## config.mk

```make
export PLATFORM = sky130hd
export DESIGN_NAME = fadd_arbiter
export DESIGN_NICKNAME = d
export VERILOG_FILES = /design/src/rtl/fadd_arbiter.sv
export SDC_FILE = /design/constraint.sdc
export NUM_CORES = 1
export LEC_CHECK = 0
export ABC_AREA = 1
export BUFFER_PORTS_ARGS = -buffer_cell sky130_fd_sc_hd__buf_2
export CORE_AREA = 2 2 157 159
export CTS_CLUSTER_DIAMETER = 80
export DETAILED_ROUTE_END_ITERATION = 10
export DIE_AREA = 0 0 159 161
export GPL_ROUTABILITY_DRIVEN = 0
export MAX_ROUTING_LAYER = met4
export SLEW_MARGIN = 5
export SYNTH_ARGS = -nofsm -noshare
export SYNTH_HDL_FRONTEND = slang
export SYNTH_SLANG_ARGS = --single-unit
```

## constraint.sdc

```tcl
create_clock -name clk -period 2.72 [get_ports clk]
set_clock_uncertainty 0.05 [all_clocks]
set_input_delay 0 -clock clk [delete_from_list [all_inputs] [get_ports clk]]
set_output_delay 0 -clock clk [all_outputs]
set_load 0.1 [all_outputs]
```

## src/rtl/fadd_arbiter.sv

```systemverilog
// fadd_arbiter: shares one pipelined fadd unit among NREQ requesters.
//
// Grant is round-robin and combinational. Operands of the granted requester are
// registered into the adder. A tag shift register (issue stage + LAT adder stages)
// records which requester owns each slot. The result is registered back to that
// requester as a one-cycle strobe.
//
// Optional feature: define FADD_ARB_SUB_EN to honour req_sub_i. The sign of x2 is
// flipped on transfer, so the adder computes x1 - x2. Without the macro, req_sub_i
// is ignored. The port list is the same in both builds.
//
// Ports:
//   clk           clock
//   rstn          synchronous active-low reset
//   req_valid_i   per-requester operand valid
//   req_x1_i      operand 1, requester i at [32*i +: 32]
//   req_x2_i      operand 2, same packing
//   req_sub_i     per-requester subtract request (FADD_ARB_SUB_EN only)
//   req_ready_o   one-hot grant; transfer on req_valid_i[i] & req_ready_o[i]
//   fa_x1_o       registered operand 1 to the fadd
//   fa_x2_o       registered operand 2 to the fadd
//   fa_y_i        fadd result
//   fa_ovf_i      fadd overflow flag
//   resp_valid_o  one-hot result strobe
//   resp_y_o      result, held between responses
//   resp_ovf_o    overflow flag of the result, held between responses
//   busy_o        some accepted request has not yet been returned
module fadd_arbiter #(
  parameter int unsigned NREQ = 4,
  parameter int unsigned LAT  = 2
) (
  input  logic              clk,
  input  logic              rstn,
  input  logic [NREQ-1:0]    req_valid_i,
  input  logic [NREQ*32-1:0] req_x1_i,
  input  logic [NREQ*32-1:0] req_x2_i,
  input  logic [NREQ-1:0]    req_sub_i,
  output logic [NREQ-1:0]    req_ready_o,
  output logic [31:0]        fa_x1_o,
  output logic [31:0]        fa_x2_o,
  input  logic [31:0]        fa_y_i,
  input  logic               fa_ovf_i,
  output logic [NREQ-1:0]    resp_valid_o,
  output logic [31:0]        resp_y_o,
  output logic               resp_ovf_o,
  output logic               busy_o
);

  localparam int unsigned PW = (NREQ > 1) ? $clog2(NREQ) : 1;

  logic [PW-1:0]        ptr_q, ptr_d;
  logic [31:0]          fa_x1_q, fa_x1_d;
  logic [31:0]          fa_x2_q, fa_x2_d;
  logic [LAT:0]         tag_vld_q, tag_vld_d;
  logic [LAT:0][PW-1:0] tag_id_q, tag_id_d;
  logic [NREQ-1:0]      resp_valid_q, resp_valid_d;
  logic [31:0]          resp_y_q, resp_y_d;
  logic                 resp_ovf_q, resp_ovf_d;

  logic [NREQ-1:0] gnt;
  logic [PW-1:0]   gnt_idx;
  logic            xfer;
  logic [PW:0]     cand;
  logic [PW-1:0]   idx;
  logic [31:0]     sel_x1, sel_x2;
  logic            sel_sub;

  // Round-robin search starting at ptr_q. One extra bit in cand lets the
  // ptr + k sum wrap without overflowing.
  always_comb begin
    gnt     = '0;
    gnt_idx = '0;
    xfer    = 1'b0;
    cand    = '0;
    idx     = '0;
    for (int k = 0; k < NREQ; k++) begin
      cand = {1'b0, ptr_q} + (PW+1)'(k);
      if (cand >= (PW+1)'(NREQ)) begin
        cand = cand - (PW+1)'(NREQ);
      end
      idx = cand[PW-1:0];
      if (!xfer && req_valid_i[idx]) begin
        xfer         = 1'b1;
        gnt[idx]     = 1'b1;
        gnt_idx      = idx;
      end
    end
  end

  // Operand mux driven by the one-hot grant.
  always_comb begin
    sel_x1  = '0;
    sel_x2  = '0;
    sel_sub = 1'b0;
    for (int i = 0; i < NREQ; i++) begin
      if (gnt[i]) begin
        sel_x1  = req_x1_i[32*i +: 32];
        sel_x2  = req_x2_i[32*i +: 32];
        sel_sub = req_sub_i[i];
      end
    end
  end

`ifdef FADD_ARB_SUB_EN
  logic [31:0] x2_eff;
  assign x2_eff = {sel_x2[31] ^ sel_sub, sel_x2[30:0]};
`else
  logic [31:0] x2_eff;
  logic        unused_sub;
  assign x2_eff     = sel_x2;
  assign unused_sub = sel_sub;
`endif

  always_comb begin
    ptr_d   = ptr_q;
    fa_x1_d = fa_x1_q;
    fa_x2_d = fa_x2_q;
    if (xfer) begin
      ptr_d   = (gnt_idx == PW'(NREQ - 1)) ? '0 : gnt_idx + PW'(1);
      fa_x1_d = sel_x1;
      fa_x2_d = x2_eff;
    end
    // A bubble enters stage 0 whenever nothing is transferred.
    tag_vld_d = {tag_vld_q[LAT-1:0], xfer};
    tag_id_d  = {tag_id_q[LAT-1:0], gnt_idx};

    resp_valid_d = '0;
    resp_y_d     = resp_y_q;
    resp_ovf_d   = resp_ovf_q;
    if (tag_vld_q[LAT]) begin
      resp_valid_d = NREQ'(1) << tag_id_q[LAT];
      resp_y_d     = fa_y_i;
      resp_ovf_d   = fa_ovf_i;
    end
  end

  always_ff @(posedge clk) begin
    if (!rstn) begin
      ptr_q        <= '0;
      fa_x1_q      <= '0;
      fa_x2_q      <= '0;
      tag_vld_q    <= '0;
      tag_id_q     <= '0;
      resp_valid_q <= '0;
      resp_y_q     <= '0;
      resp_ovf_q   <= 1'b0;
    end else begin
      ptr_q        <= ptr_d;
      fa_x1_q      <= fa_x1_d;
      fa_x2_q      <= fa_x2_d;
      tag_vld_q    <= tag_vld_d;
      tag_id_q     <= tag_id_d;
      resp_valid_q <= resp_valid_d;
      resp_y_q     <= resp_y_d;
      resp_ovf_q   <= resp_ovf_d;
    end
  end

  assign req_ready_o  = gnt;
  assign fa_x1_o      = fa_x1_q;
  assign fa_x2_o      = fa_x2_q;
  assign resp_valid_o = resp_valid_q;
  assign resp_y_o     = resp_y_q;
  assign resp_ovf_o   = resp_ovf_q;
  assign busy_o       = (|tag_vld_q) | (|resp_valid_q);

endmodule
```

* Word-level counts from Yosys, hierarchy flattened
Index checks and enable logic that the tools add are counted.
Widths: inputs -> output; s select.
** Cells by class
- Add/subtract/negate cells :: 8
- Order comparisons :: 12
- Equality and inequality tests :: 1
- Shift operators :: 1
- Muxes and demuxes :: 41
- Bitwise gates (word level) :: 4
- Reductions and logical operators :: 13
** Operators by type and width (count)
- $mux 32 :: 8
- $mux 2 :: 9
- $mux 4 :: 4
- $lt 2x3->1 const B :: 4
- $mux 1 :: 12
- $or 4x4->4 :: 3
- $ge 3x3->1 const B :: 3
- $bmux 1 s2 :: 4
- $demux 1 s2 :: 4
- $ge 2x1->1 const B :: 4
- $sub 2x1->2 const B :: 4
- $logic_and 1x1->1 :: 7
- $add 2x2->3 const B :: 2
- $reduce_or 4->1 :: 1
- $shl 1x2->4 const A :: 1
- $add 2x1->3 const B :: 1
- $ge 2x3->1 const B :: 1
- $logic_not 1->1 :: 3
- $reduce_or 3->1 :: 1
- $add 2x1->2 const B :: 1
- $eq 2x2->1 const B :: 1
- $reduce_and 2->1 :: 1
- $or 1x1->1 :: 1
** Word-level totals
- Register bits :: 112
- Logic and storage cells :: 90

* Longest topological paths before layout
- Depth after elaboration :: 18
- Mapped depth :: 17

* Worst setup path after synthesis
OpenSTA, ideal clock, no wires.
- Kind :: reg2reg
- Start point :: register (tool-made name)
- End point :: register fa_x1_q[26] (netlist: fa_x1_o[26])
- Arrival :: 2.419 ns
- Required time :: 2.555 ns
- Slack :: 0.135 ns
- Cell stages (with the launch flop) :: 15
- Buffers on the path :: 1
- Period minus slack after synthesis :: 2.585 ns
- Cell sequence :: dfxtp_1 > inv_2 > ha_1 > inv_1 > nand3_1 > nand2_2 > nor2_2 > a21oi_2 > nand3_2 > buf_2 > a21oi_1 > nand2_1 > nand2_1 > nand2_1 > nand2_1
** RTL lines
- to (signal assigned) :: line 140 : fa_x1_q <= '0;
- to (signal assigned) :: line 149 : fa_x1_q <= fa_x1_d;
- to (decl) :: line 52 : logic [31:0] fa_x1_q, fa_x1_d;

* Worst setup path after layout
- Start point :: register ptr_q[1]
- End point :: output port req_ready_o[1]
** On the way
- Longest elaborated chain between the ends :: 14
** RTL lines
- from (decl) :: line 51 : logic [PW-1:0] ptr_q, ptr_d;
- from (signal assigned) :: line 148 : ptr_q <= ptr_d;
- branches (longest 13 deep; another with $add 2x1->3)
- $mux 4 (*) :: line 82 : if (!xfer && req_valid_i[idx]) begin
- to (decl) :: line 38 : output logic [NREQ-1:0] req_ready_o,
Every way passes the cells marked *. The select of a mux whose other input is x is not followed.

==> flow_metrics.py <==
metrics = {
    "run_status": {
        "status": "finished, final reports clean",
    },
    "grt": {
        "grt-ovfl-total": 0,
        "grt_pass1_vias": 9882,
        "track_usage_pct": 24.2,
        "grt_max_degree": 66,
        "antenna_found_initial": 0,
        "grt_pass1_wl_um": 49000,
    },
    "logic_synthesis": {
        "muxShareOfSynthArea_pct": 0,
        "synth_area_leaders": "dfxtp_1 (33%), nand2_1 (27%), a21oi_1 (13%)",
        "async_flop_share_pct": 0,
        "synth_seq_area_share_pct": 32.7,
        "synthAdderAreaFrac_pct": 1.28,
        "yosys.area.top_type": "dfxtp_1",
        "synthCells": 1172,
        "synth_xor_xnor_area_share_pct": 0,
        "avgSynthCellArea_um2": 5.86,
        "syn-cell-area_um2": 6870,
        "ys.flop_type": "dfxtp_1",
        "synth-simple-area-share_pct": 34.0,
        "synth_top_family_by_area": "simple AND/OR/NAND/NOR gates",
        "synth.net_count": 1478,
        "synth-compound-area-share_pct": 17.6,
        "yosys_register_bits": 112,
        "yosysWarningCount": 0,
        "synth_cell_types": 27,
        "synth-edff-count": 0,
        "synth_top_area_share_pct": 32.7,
    },
    "die": {
        "io_pins": 405,
        "placementRows": 57,
        "core_um2": 24000,
        "die_h_um": 161,
        "start_util_pct": 28.6,
        "fp.dieW_um": 159,
        "dieArea_um2": 25600,
    },
    "timing": {
        "finalHoldViolCount": 0,
        "drv_slew": 0,
        "relSlewSlack_pct": 55.3,
        "setup_viol": 0,
        "rsz0062_at_grt": "false",
        "tns_ps": 0,
        "worst_slew_pin_slew_ps": 666,
        "post-route-min-period_ps": 2510,
        "post-route-period-util_pct": 92.3,
        "fmax_mhz": 398,
    },
    "routing": {
        "via_per_inst": 4.72,
        "wire_per_inst_um": 15.0,
        "drt_iter0_drc": 704,
        "drcViolationCount": 0,
        "vias": 10049,
        "antenna_left": 0,
        "routed_wirelength_um": 31900,
        "drt-pass1-iter-count": 6,
    },
    "setup_path": {
        "path_cells": "inv_1 -> ha_2 -> inv_1 -> nand3_1 -> nand2_2 -> nor2_4 -> a21oi_2 -> nand3_4 -> buf_12 -> buf_4",
        "r2r_end": "fa_x2_o[21]$_SDFFE_PN0P_",
        "cp.required_ps": 2670,
        "worst-setup-path-type": "reg2out",
        "slowest_stage": "ha_2",
        "startpoint_type": "flop",
        "cp_common_cell": "inv_1",
        "crit_fanout": 40,
        "slowest_delay_ps": 380,
        "r2r_cells": 15,
        "rrSetupSlack_ps": 230,
        "r2r_start": "ptr_q[1]$_SDFFE_PN0P_",
        "crit_arrival_ps": 2460,
        "end_kind": "output port",
    },
    "clocking": {
        "cts_buffers": 9,
        "cts_htree_levels": 3,
        "cts_buffer_depth": 2,
        "clock_sinks": 112,
        "path_clk_slew_ps": 100,
        "cts_tree": "done",
        "clk_latency_ps": 370,
        "cts_root_buf": "clkbuf_16",
    },
    "finish": {
        "drive_above_1_share_pct": 27.0,
        "areaGrowthSynthToFinish_pct": 78.6,
        "n_antenna_cell": 0,
        "nets": 2104,
        "final_common_cell": "nand2_1",
        "stdcell_count": 2127,
        "mostFrequentLayoutCells": "nand2_1 (490), buf_2 (396), dlygate4sd3_1 (252)",
        "final_cell_area_um2": 12300,
        "final_util_pct": 51.2,
        "n_fill_cell": 2228,
    },
    "power_and_ir_drop": {
        "p_switching_mw": 9.33,
        "totalPowerFinal_mw": 15.7,
        "power.share.sequential_pct": 14.6,
        "swShare_pct": 59.5,
        "pwr-share-clk_pct": 9.3,
        "total_leakage_power_nw": 7.02,
        "pwr-share-comb_pct": 76.1,
        "internal-power_mw": 6.34,
        "irDropWorstVdd_mv": 0.895,
        "powerDensity_nw_per_um2": 1280,
    },
    "placement": {
        "place_area_um2": 9270,
        "io_buffer_count": 400,
        "place_inst": 1851,
        "dp_hpwl_um": 19100,
    },
    "min_path": {
        "min_path_type": "in2reg",
        "whs_endpoint": "fa_x1_o[5]$_SDFFE_PN0P_",
        "min_path_cells": 7,
        "worstHoldStart": "req_x1_i[37]",
    },
    "job": {
        "drv_cap": 0,
    },
}
==> synthesized netlist by cell type, types with 7 or more instances <==
library cell,count
buf_2,21
buf_4,21
a21oi_2,11
inv_1,147
ha_1,7
nand2_1,491
clkbuf_1,24
a21oi_1,184
o21ai_0,35
dfxtp_1,112
nor2_1,74
nand3_1,10
==> cell families after synthesis <==
family	count (synthesis)
buffers and inverters	225
AO/OA/AOI/OAI	232
AND/OR/NAND/NOR	596
adder cells (fa/ha/maj)	7
flip-flops	112
==> state kept, by name (all words and copies together) (netlist names), named ones only <==
| signal | count |
|---|---|
| fa_x1_o | 32 |
| fa_x2_o | 32 |
| resp_y_o | 32 |
| resp_valid_o | 4 |
| tag_id_d | 4 |
| tag_vld_q | 3 |
| tag_id_q | 2 |
| ptr_q | 1 |
| resp_ovf_o | 1 |
==> routing by layer <==
layer	GRT usage, %	share of wire, %
met1	27.2	40
met2	40.5	47
met3	5.06	7.9
met4	13.3	5.1
met5	-	0
==> power by group through the flow <==
| stage | clock (mW) | combinational (mW) | sequential [mW] |
|---|---|---|---|
| final | 1.45 | 11.9 | 2.30 |
| after global routing | 1.57 | 12.9 | 2.34 |
| after global placement | 0 | 11.0 | 2.31 |
| after floorplan | 0 | 6.09 | 4.87 |
| after CTS | 1.51 | 11.5 | 2.29 |
| after detailed placement | 0 | 11.0 | 2.32 |
==> critical path: cells and delay by family, from the launching register on <==
| family | cells | cell delay (ps) |
|---|---|---|
| and+or+nand+nor | 4 | 520 |
| buffers and inverters | 4 | 720 |
| adders and majority gates | 1 | 380 |
| DFF | 1 | 360 |
| AOI/OAI and AO/OA | 1 | 100 |
==> worst max path at each step <==
stage	start	endpoint	slack, ps	depth (start not counted)
after floorplan	flop	fa_x1_o[26]$_SDFFE_PN0P_	140	14
after global placement	flop	fa_x2_o[20]$_SDFFE_PN0P_	210	13
after detailed placement	flop	fa_x2_o[11]$_SDFFE_PN0P_	150	13
after CTS	ptr_q[1]$_SDFFE_PN0P_	req_ready_o[0]	9	10
after global routing	flop	req_ready_o[3]	40	12
final	ptr_q[1]$_SDFFE_PN0P_	req_ready_o[1]	210	10
==> metrics by stage <==
stage	setup WS [ps]	hold slack, ps
2_1_floorplan	135	84.9
3_3_place_gp	212	172
3_5_place_dp	146	179
4_1_cts	8.58	0.849
5_1_grt	38.0	26.8
6_report	208	8.70
==> final cells by class <==
class	instances	area [µm²]	share of cell area, %
repair buffers	687	5020	41.0
clock buffers	9	225	1.84
multi-input cells	836	3690	30.1
clock inverters	7	98.8	0.806
well taps	324	405	3.31
inverters	152	572	4.66
flip-flops and latches	112	2240	18.3
==> what timing repair did <==
| action | CTS | global route |
|---|---|---|
| cloned | 1 | 2 |
| setup buffers | 2 | 3 |
| pin swaps | 1 | 2 |
| endpoints found under the setup margin | 3 | 17 |
| resized for setup | 3 | 7 |
| hold buffers | 252 | 0 |
| hold endpoints to repair | 106 | 0 |
Note: power is estimated with default switching activity, not from simulation.
